$ cat src/rtl/sc_datapath2_if.sv
// Controller <-> sc_datapath2 bundle: control word, memory read data and datapath status/addresses.
interface sc_datapath2_if #(
  parameter int WIDTH = 16,
  parameter int NREG  = 16,
  parameter int RW    = $clog2(NREG)
);
  logic [WIDTH-1:0] imm;
  logic [RW-1:0]    opAIdx;
  logic [RW-1:0]    opBIdx;
  logic             immSel;
  logic [RW-1:0]    wbIdx;
  logic             wbEn;
  logic [1:0]       resSel;
  logic [2:0]       aluCtl;
  logic [2:0]       shiftCtl;
  logic             srWbEn;
  logic             cmpFlag;
  logic             mulStart;
  logic             iAregCtl;
  logic             dAregCtl;
  logic             dOutCtl;
  logic [WIDTH-1:0] dIn;
  logic             mulBusy;
  logic             mulDone;
  logic             zFlag;
  logic             nFlag;
  logic             cFlag;
  logic             vFlag;
  logic [WIDTH-1:0] iAddr;
  logic [WIDTH-1:0] dAddr;
  logic [WIDTH-1:0] dOut;

  modport master (
    output imm, opAIdx, opBIdx, immSel, wbIdx, wbEn, resSel, aluCtl, shiftCtl,
           srWbEn, cmpFlag, mulStart, iAregCtl, dAregCtl, dOutCtl, dIn,
    input  mulBusy, mulDone, zFlag, nFlag, cFlag, vFlag, iAddr, dAddr, dOut
  );

  modport slave (
    input  imm, opAIdx, opBIdx, immSel, wbIdx, wbEn, resSel, aluCtl, shiftCtl,
           srWbEn, cmpFlag, mulStart, iAregCtl, dAregCtl, dOutCtl, dIn,
    output mulBusy, mulDone, zFlag, nFlag, cFlag, vFlag, iAddr, dAddr, dOut
  );
endinterface

$ cat src/rtl/sc_datapath2.sv
// SimpleCore datapath: regfile, ALU, shifter, NZCV, address/data registers; outputs registered, iAddr stalls
// while a multiply runs. Iterative WIDTH-cycle multiplier present only when SC_DP_MUL_EN is defined.
module sc_datapath2 #(
  parameter int WIDTH = 16,
  parameter int NREG  = 16,
  parameter int RW    = $clog2(NREG)
) (
  input logic           clk,
  input logic           reset,
  sc_datapath2_if.slave bus
);
  localparam int SW = $clog2(WIDTH);
  localparam logic [RW-1:0] PC_IDX = RW'(NREG - 1);

  logic [WIDTH-1:0] regFile [NREG];
  logic [WIDTH-1:0] iAddrR, dAddrR, dOutR;
  logic             nR, zR, cR, vR;
  logic [WIDTH-1:0] busA, busB, regB, aluOut, shOut, mulRes, busW;
  logic [WIDTH:0]   sum, diff;
  logic             aluN, aluZ, aluC, aluV;
  logic             mulBusyW, mulDoneW;
  logic [SW-1:0]    shAmt;
  logic [SW:0]      shInv;

  // The top register index aliases the instruction address; its storage slot is never written.
  assign busA = (bus.opAIdx == PC_IDX) ? iAddrR : regFile[bus.opAIdx];
  assign regB = (bus.opBIdx == PC_IDX) ? iAddrR : regFile[bus.opBIdx];
  assign busB = bus.immSel ? bus.imm : regB;

  assign sum  = {1'b0, busA} + {1'b0, busB};
  assign diff = {1'b0, busA} - {1'b0, busB};

  always_comb begin
    aluOut = busA;
    aluC   = 1'b0;
    aluV   = 1'b0;
    case (bus.aluCtl)
      3'b000: begin
        aluOut = sum[WIDTH-1:0];
        aluC   = sum[WIDTH];
        aluV   = (busA[WIDTH-1] == busB[WIDTH-1]) && (sum[WIDTH-1] != busA[WIDTH-1]);
      end
      3'b001: begin
        aluOut = diff[WIDTH-1:0];
        aluC   = diff[WIDTH];
        aluV   = (busA[WIDTH-1] != busB[WIDTH-1]) && (diff[WIDTH-1] != busA[WIDTH-1]);
      end
      3'b010:  aluOut = busA & busB;
      3'b011:  aluOut = busA | busB;
      3'b100:  aluOut = busA ^ busB;
      3'b101:  aluOut = ~busA;
      3'b110:  aluOut = busB;
      default: aluOut = busA;
    endcase
  end

  assign aluZ = (aluOut == '0);
  assign aluN = aluOut[WIDTH-1];

  // Rotates use the complementary shift; amount 0 gives shInv=WIDTH, which shifts everything out.
  assign shAmt = busB[SW-1:0];
  assign shInv = (SW + 1)'(WIDTH) - {1'b0, shAmt};

  always_comb begin
    shOut = busA;
    case (bus.shiftCtl)
      3'b000:  shOut = busA << shAmt;
      3'b001:  shOut = busA >> shAmt;
      3'b010:  shOut = $signed(busA) >>> shAmt;
      3'b011:  shOut = (busA << shAmt) | (busA >> shInv);
      3'b100:  shOut = (busA >> shAmt) | (busA << shInv);
      default: shOut = busA;
    endcase
  end

  always_comb begin
    case (bus.resSel)
      2'b00:   busW = aluOut;
      2'b01:   busW = shOut;
      2'b10:   busW = mulRes;
      default: busW = bus.dIn;
    endcase
  end

  always_ff @(posedge clk) begin
    if (bus.wbEn && (bus.wbIdx != PC_IDX)) begin
      regFile[bus.wbIdx] <= busW;
    end
  end

  always_ff @(posedge clk or posedge reset) begin
    if (reset) begin
      iAddrR           <= '0;
      dAddrR           <= '0;
      dOutR            <= '0;
      {nR, zR, cR, vR} <= 4'b0000;
    end else begin
      if (!mulBusyW) begin
        iAddrR <= bus.iAregCtl ? aluOut : iAddrR + WIDTH'(1);
      end
      if (bus.dAregCtl) begin
        dAddrR <= aluOut;
      end
      if (bus.dOutCtl) begin
        dOutR <= busB;
      end
      if (bus.srWbEn) begin
        if (bus.cmpFlag) begin
          {nR, zR, cR, vR} <= {aluN, aluZ, aluC, aluV};
        end else begin
          {nR, zR, cR, vR} <= busW[WIDTH-1:WIDTH-4];
        end
      end
    end
  end

`ifdef SC_DP_MUL_EN
  typedef enum logic {MUL_IDLE, MUL_RUN} mulState_t;

  mulState_t        mulState;
  logic [WIDTH-1:0] mcand, mplier, acc;
  logic [SW:0]      count;
  logic             doneR;

  // Shift-add: one multiplier bit per RUN cycle; acc holds the product until the next start.
  always_ff @(posedge clk or posedge reset) begin
    if (reset) begin
      mulState <= MUL_IDLE;
      mcand    <= '0;
      mplier   <= '0;
      acc      <= '0;
      count    <= '0;
      doneR    <= 1'b0;
    end else begin
      doneR <= 1'b0;
      case (mulState)
        MUL_IDLE: begin
          if (bus.mulStart) begin
            mcand    <= busA;
            mplier   <= busB;
            acc      <= '0;
            count    <= (SW + 1)'(WIDTH);
            mulState <= MUL_RUN;
          end
        end
        MUL_RUN: begin
          if (mplier[0]) begin
            acc <= acc + mcand;
          end
          mcand  <= mcand << 1;
          mplier <= mplier >> 1;
          count  <= count - (SW + 1)'(1);
          if (count == (SW + 1)'(1)) begin
            mulState <= MUL_IDLE;
            doneR    <= 1'b1;
          end
        end
      endcase
    end
  end

  assign mulBusyW = (mulState == MUL_RUN);
  assign mulDoneW = doneR;
  assign mulRes   = acc;
`else
  logic unusedMulStart;

  assign unusedMulStart = bus.mulStart;
  assign mulBusyW       = 1'b0;
  assign mulDoneW       = 1'b0;
  assign mulRes         = '0;
`endif

  assign bus.mulBusy = mulBusyW;
  assign bus.mulDone = mulDoneW;
  assign bus.iAddr   = iAddrR;
  assign bus.dAddr   = dAddrR;
  assign bus.dOut    = dOutR;
  assign bus.nFlag   = nR;
  assign bus.zFlag   = zR;
  assign bus.cFlag   = cR;
  assign bus.vFlag   = vR;
endmodule

$ cat src/flat_wrapper.sv
// flat-port wrapper written by rule: the top's interface ports become plain ports
module sc_datapath2_flat 
#(
  parameter int WIDTH = 16,
  parameter int NREG  = 16,
  parameter int RW    = $clog2(NREG)
)
  (clk, reset, bus_imm, bus_opAIdx, bus_opBIdx, bus_immSel, bus_wbIdx, bus_wbEn, bus_resSel, bus_aluCtl, bus_shiftCtl, bus_srWbEn, bus_cmpFlag, bus_mulStart, bus_iAregCtl, bus_dAregCtl, bus_dOutCtl, bus_dIn, bus_mulBusy, bus_mulDone, bus_zFlag, bus_nFlag, bus_cFlag, bus_vFlag, bus_iAddr, bus_dAddr, bus_dOut);
  sc_datapath2_if #(.WIDTH(WIDTH), .NREG(NREG), .RW(RW)) bus_i ();
  input logic clk;
  input logic reset;
  input wire logic [$bits(bus_i.imm)-1:0] bus_imm;
  input wire logic [$bits(bus_i.opAIdx)-1:0] bus_opAIdx;
  input wire logic [$bits(bus_i.opBIdx)-1:0] bus_opBIdx;
  input wire logic [$bits(bus_i.immSel)-1:0] bus_immSel;
  input wire logic [$bits(bus_i.wbIdx)-1:0] bus_wbIdx;
  input wire logic [$bits(bus_i.wbEn)-1:0] bus_wbEn;
  input wire logic [$bits(bus_i.resSel)-1:0] bus_resSel;
  input wire logic [$bits(bus_i.aluCtl)-1:0] bus_aluCtl;
  input wire logic [$bits(bus_i.shiftCtl)-1:0] bus_shiftCtl;
  input wire logic [$bits(bus_i.srWbEn)-1:0] bus_srWbEn;
  input wire logic [$bits(bus_i.cmpFlag)-1:0] bus_cmpFlag;
  input wire logic [$bits(bus_i.mulStart)-1:0] bus_mulStart;
  input wire logic [$bits(bus_i.iAregCtl)-1:0] bus_iAregCtl;
  input wire logic [$bits(bus_i.dAregCtl)-1:0] bus_dAregCtl;
  input wire logic [$bits(bus_i.dOutCtl)-1:0] bus_dOutCtl;
  input wire logic [$bits(bus_i.dIn)-1:0] bus_dIn;
  output wire logic [$bits(bus_i.mulBusy)-1:0] bus_mulBusy;
  output wire logic [$bits(bus_i.mulDone)-1:0] bus_mulDone;
  output wire logic [$bits(bus_i.zFlag)-1:0] bus_zFlag;
  output wire logic [$bits(bus_i.nFlag)-1:0] bus_nFlag;
  output wire logic [$bits(bus_i.cFlag)-1:0] bus_cFlag;
  output wire logic [$bits(bus_i.vFlag)-1:0] bus_vFlag;
  output wire logic [$bits(bus_i.iAddr)-1:0] bus_iAddr;
  output wire logic [$bits(bus_i.dAddr)-1:0] bus_dAddr;
  output wire logic [$bits(bus_i.dOut)-1:0] bus_dOut;
  assign bus_i.imm = bus_imm;
  assign bus_i.opAIdx = bus_opAIdx;
  assign bus_i.opBIdx = bus_opBIdx;
  assign bus_i.immSel = bus_immSel;
  assign bus_i.wbIdx = bus_wbIdx;
  assign bus_i.wbEn = bus_wbEn;
  assign bus_i.resSel = bus_resSel;
  assign bus_i.aluCtl = bus_aluCtl;
  assign bus_i.shiftCtl = bus_shiftCtl;
  assign bus_i.srWbEn = bus_srWbEn;
  assign bus_i.cmpFlag = bus_cmpFlag;
  assign bus_i.mulStart = bus_mulStart;
  assign bus_i.iAregCtl = bus_iAregCtl;
  assign bus_i.dAregCtl = bus_dAregCtl;
  assign bus_i.dOutCtl = bus_dOutCtl;
  assign bus_i.dIn = bus_dIn;
  assign bus_mulBusy = bus_i.mulBusy;
  assign bus_mulDone = bus_i.mulDone;
  assign bus_zFlag = bus_i.zFlag;
  assign bus_nFlag = bus_i.nFlag;
  assign bus_cFlag = bus_i.cFlag;
  assign bus_vFlag = bus_i.vFlag;
  assign bus_iAddr = bus_i.iAddr;
  assign bus_dAddr = bus_i.dAddr;
  assign bus_dOut = bus_i.dOut;
  sc_datapath2 #(.WIDTH(WIDTH), .NREG(NREG), .RW(RW)) u_core (.clk(clk), .reset(reset), .bus(bus_i));
endmodule
$ cat config.mk
export PLATFORM = sky130hd
export DESIGN_NAME = sc_datapath2_flat
export DESIGN_NICKNAME = d
export VERILOG_FILES = /design/src/rtl/sc_datapath2_if.sv /design/src/rtl/sc_datapath2.sv /design/src/flat_wrapper.sv
export SDC_FILE = /design/constraint.sdc
export NUM_CORES = 1
export LEC_CHECK = 0
export ABC_AREA = 1
export BUFFER_PORTS_ARGS = -buffer_cell sky130_fd_sc_hd__buf_2
export CELL_PAD_IN_SITES_DETAIL_PLACEMENT = 0
export CELL_PAD_IN_SITES_GLOBAL_PLACEMENT = 2
export CORE_ASPECT_RATIO = 0.6
export CORE_MARGIN = 5
export CORE_UTILIZATION = 39
export DETAILED_ROUTE_END_ITERATION = 8
export GPL_ROUTABILITY_DRIVEN = 0
export HOLD_SLACK_MARGIN = 0.12
export PLACE_DENSITY = 0.87
export SYNTH_ARGS = -nofsm -noshare
export SYNTH_HDL_FRONTEND = slang
export SYNTH_SLANG_ARGS = --single-unit
$ cat constraint.sdc
create_clock -name clk -period 9.6 [get_ports clk]
set_input_delay 1.92 -clock clk [delete_from_list [all_inputs] [get_ports clk]]
set_output_delay 1.92 -clock clk [all_outputs]
set_load 0.01 [all_outputs]
==> metrics <==
sequential area share after synthesis=41.2%; drt drc=0; Hold Vio Cnt, Final=0; yosys warns=0; final WL=91,700 µm; pin count of the biggest net entering global routing=77; unrepaired setup endpoints after global routing=false; first-pass GRT wire length=132,000 µm; WS Path Type=input port to flop; cell row count=65; Port Buf Inserts=112; root buf cell=clkbuf_16; fmax=135 MHz; Synth top area share=34.9%; Max clock buf depth=3; met1 WL=42,900 µm; Reg-to-Reg End=u_core.bus.zFlag; wire length on met3=13,100 µm; Total GRT Usage=30.5%; cts hold-fix bufs=0; largest area contributor in the netlist=edfxtp_1; drt via density=5.87; min-delay src=u_core.bus.dAddr[8]; Top cell by count, worst path=nand2_1; WHS Endpoint=u_core.bus.dAddr[8]; Post-synth top cells=869 x nand2_1, 363 x nand3_1, 278 x nor2_1; count of final max-slew check failures=0; Remaining Overflow, GRT=0; vias in the first global route=19,400; top-count cell post-synth=nand2_1; Reg clk slew, reported paths=70 ps; Cell Pwr Density=175 nW/µm²; Final Setup Violations=0; total number of vias=21,700; critical path's largest stage delay=590 ps; fin crit period=7430 ps; Cell Area, Synth=20,600 µm²; total power=4.01 mW; R2R Setup Slk=4320 ps; TritonCTS clock tree=yes; Final Skew=47.2 ps; share of layout cells above drive strength 1=9.59%; crit-path max FO=76; number of CTS-inserted buffers=31; Hold Path Depth=2; Max H-tree Level=1; die footprint=57,800 µm²; DIE WIDTH=307 µm; Tcrit/Tclk final=77.4%; Initial Utilization=39.3%; MaxCap Viol Count=0; Die Ht=188 µm; fillers=5,400; top_reg_cell synth=edfxtp_1; drt first pass iters=8; Setup crit end kind=flop; TritonCTS Sinks=292; antenna-violating nets left=0; Worst EP required=10,110 ps; Worst setup SP type=input port; initial antenna violation count=2; Yosys cell types=53; Leak=10.1 nW; Core Util, Final=43.8%; Fin Setup TNS=0 ps; worst rel slew slack=19.7%; Worst R2R Path Depth=24; Async SR Flop Fraction=17.8%; Worst setup startpoint=bus_opAIdx[0]; IO Pins=116; detailed-route wire length per cell=24.8 µm; core area=52,500 µm²; Area growth, synth to finish=11.3%; top routing layer in use=met4; flop and latch count out of synthesis=292; Final Net Count=3,089; Min-Delay Path Class=flop to flop; worst slew pin tran=1200 ps; arrival time at the worst endpoint=7940 ps; VDD IR-drop max=0.165 mV; worst r2r src=u_core.regFile[5][0]; met2 WL=34,200 µm; # Post-CTS Setup Buffers=0; top cells by area, synth=edfxtp_1 35%, nand2_1 16%, nand3_1 8.8%; status=completed; Avg Inst Size Synth=7.09 µm²; clk_lat worst skew=620 ps; initial DRC count=3,570; # resized after CTS=0; DP Wirelength=65,300 µm; CP max stage cell=a21oi_1; EDFF count, synth=240; Synth Instances=2,911
placed cells by master (no fill, tap or decap), types with 5 or more instances in the layout:
| cell type | synthesis | layout |
|---|---|---|
| a21oi_1 | 153 | 152 |
| a21oi_2 | 4 | 5 |
| a221oi_1 | 6 | 6 |
| a31oi_1 | 10 | 10 |
| buf_2 | 46 | 109 |
| buf_4 | 11 | 67 |
| clkbuf_1 | 79 | 5 |
| clkbuf_16 | 0 | 31 |
| clkinv_1 | 3 | 8 |
| clkinv_2 | 0 | 7 |
| dfrtp_1 | 52 | 52 |
| edfxtp_1 | 240 | 240 |
| ha_1 | 54 | 54 |
| inv_1 | 259 | 258 |
| inv_2 | 14 | 15 |
| nand2_1 | 869 | 869 |
| nand3_1 | 363 | 363 |
| nand4_1 | 14 | 14 |
| nor2_1 | 278 | 263 |
| nor2_2 | 6 | 13 |
| nor2_4 | 2 | 10 |
| nor3_1 | 22 | 21 |
| o211ai_1 | 44 | 44 |
| o21ai_0 | 248 | 248 |
| o21ai_1 | 35 | 35 |
| o221ai_1 | 8 | 8 |
| o22ai_1 | 19 | 19 |
| or2_2 | 7 | 7 |
| xor2_1 | 8 | 8 |
through the flow:
step	setup slack [ps]	area, µm²	hold slack, ps	cells
6_report	2170	23000	481	3699
5_1_grt	1930	23000	520	3698
4_1_cts	2520	23000	483	3697
3_5_place_dp	1940	22000	468	3641
3_3_place_gp	1990	22000	465	3641
2_1_floorplan	4000	20600	514	2912
area by class of cell:
cell class                      count  area, µm²  share of cell area [%]
Timing Repair Buffer              177       1070                    4.65
Tap cell                          703        880                    3.83
Clock buffer                       36        795                    3.46
Multi-Input combinational cell   2193      10500                    45.6
Sequential cell                   292       8510                    37.0
Inverter                          276       1040                    4.51
Clock inverter                     20        209                   0.909
Antenna cell                        2       5.00                  0.0218
flip-flops by register name, summed over array words and instances, names as in the netlist:
name / count
u_core.bus.vFlag: 1
u_core.bus.dAddr: 16
u_core.bus.nFlag: 1
u_core.bus.cFlag: 1
u_core.regFile: 240
u_core.bus.dOut: 16
u_core.bus.zFlag: 1
u_core.bus.iAddr: 16
critical path: cells and delay by family:
kind            cells  cell delay (ps)
simple gates       14             2250
compound gates      5             1540
fa+ha+maj           1              540
buf+inv             6             1510
per-layer routing:
metal / vias to the layer above / GRT usage [%]
met5: - / 0
met4: 0 / 4.71
met3: 94 / 9.22
met2: 1414 / 39.7
met1: 10400 / 49.6
li1: 9849 / -
cells by family (layout without fill, tap and decap cells):
kind of cell	after synthesis	after routing	share of synthesized area [%]
other cells	1	4	0.0182
flops	292	292	41.2
buf+inv	427	509	8.46
xor+xnor	9	9	0.382
compound gates	550	550	14.8
fa+ha+maj	56	56	3.47
simple gates	1576	1576	31.7
how the worst max path moves through the flow:
| stage | slack [ps] | to |
|---|---|---|
| 2_1_floorplan | 4000 | u_core.regFile[0][14] |
| 3_3_place_gp | 1990 | u_core.regFile[11][15] |
| 3_5_place_dp | 1940 | u_core.regFile[9][15] |
| 4_1_cts | 2520 | u_core.regFile[9][15] |
| 5_1_grt | 1930 | u_core.bus.zFlag |
| 6_report | 2170 | u_core.bus.zFlag |
where the power goes:
group	switching, mW	total, mW	internal [mW]
clock network	0.537	1.23	0.698
logic	0.943	1.27	0.327
registers	0.0471	1.51	1.46
total	1.53	4.01	2.48
Note: power is estimated with default switching activity, not from simulation.
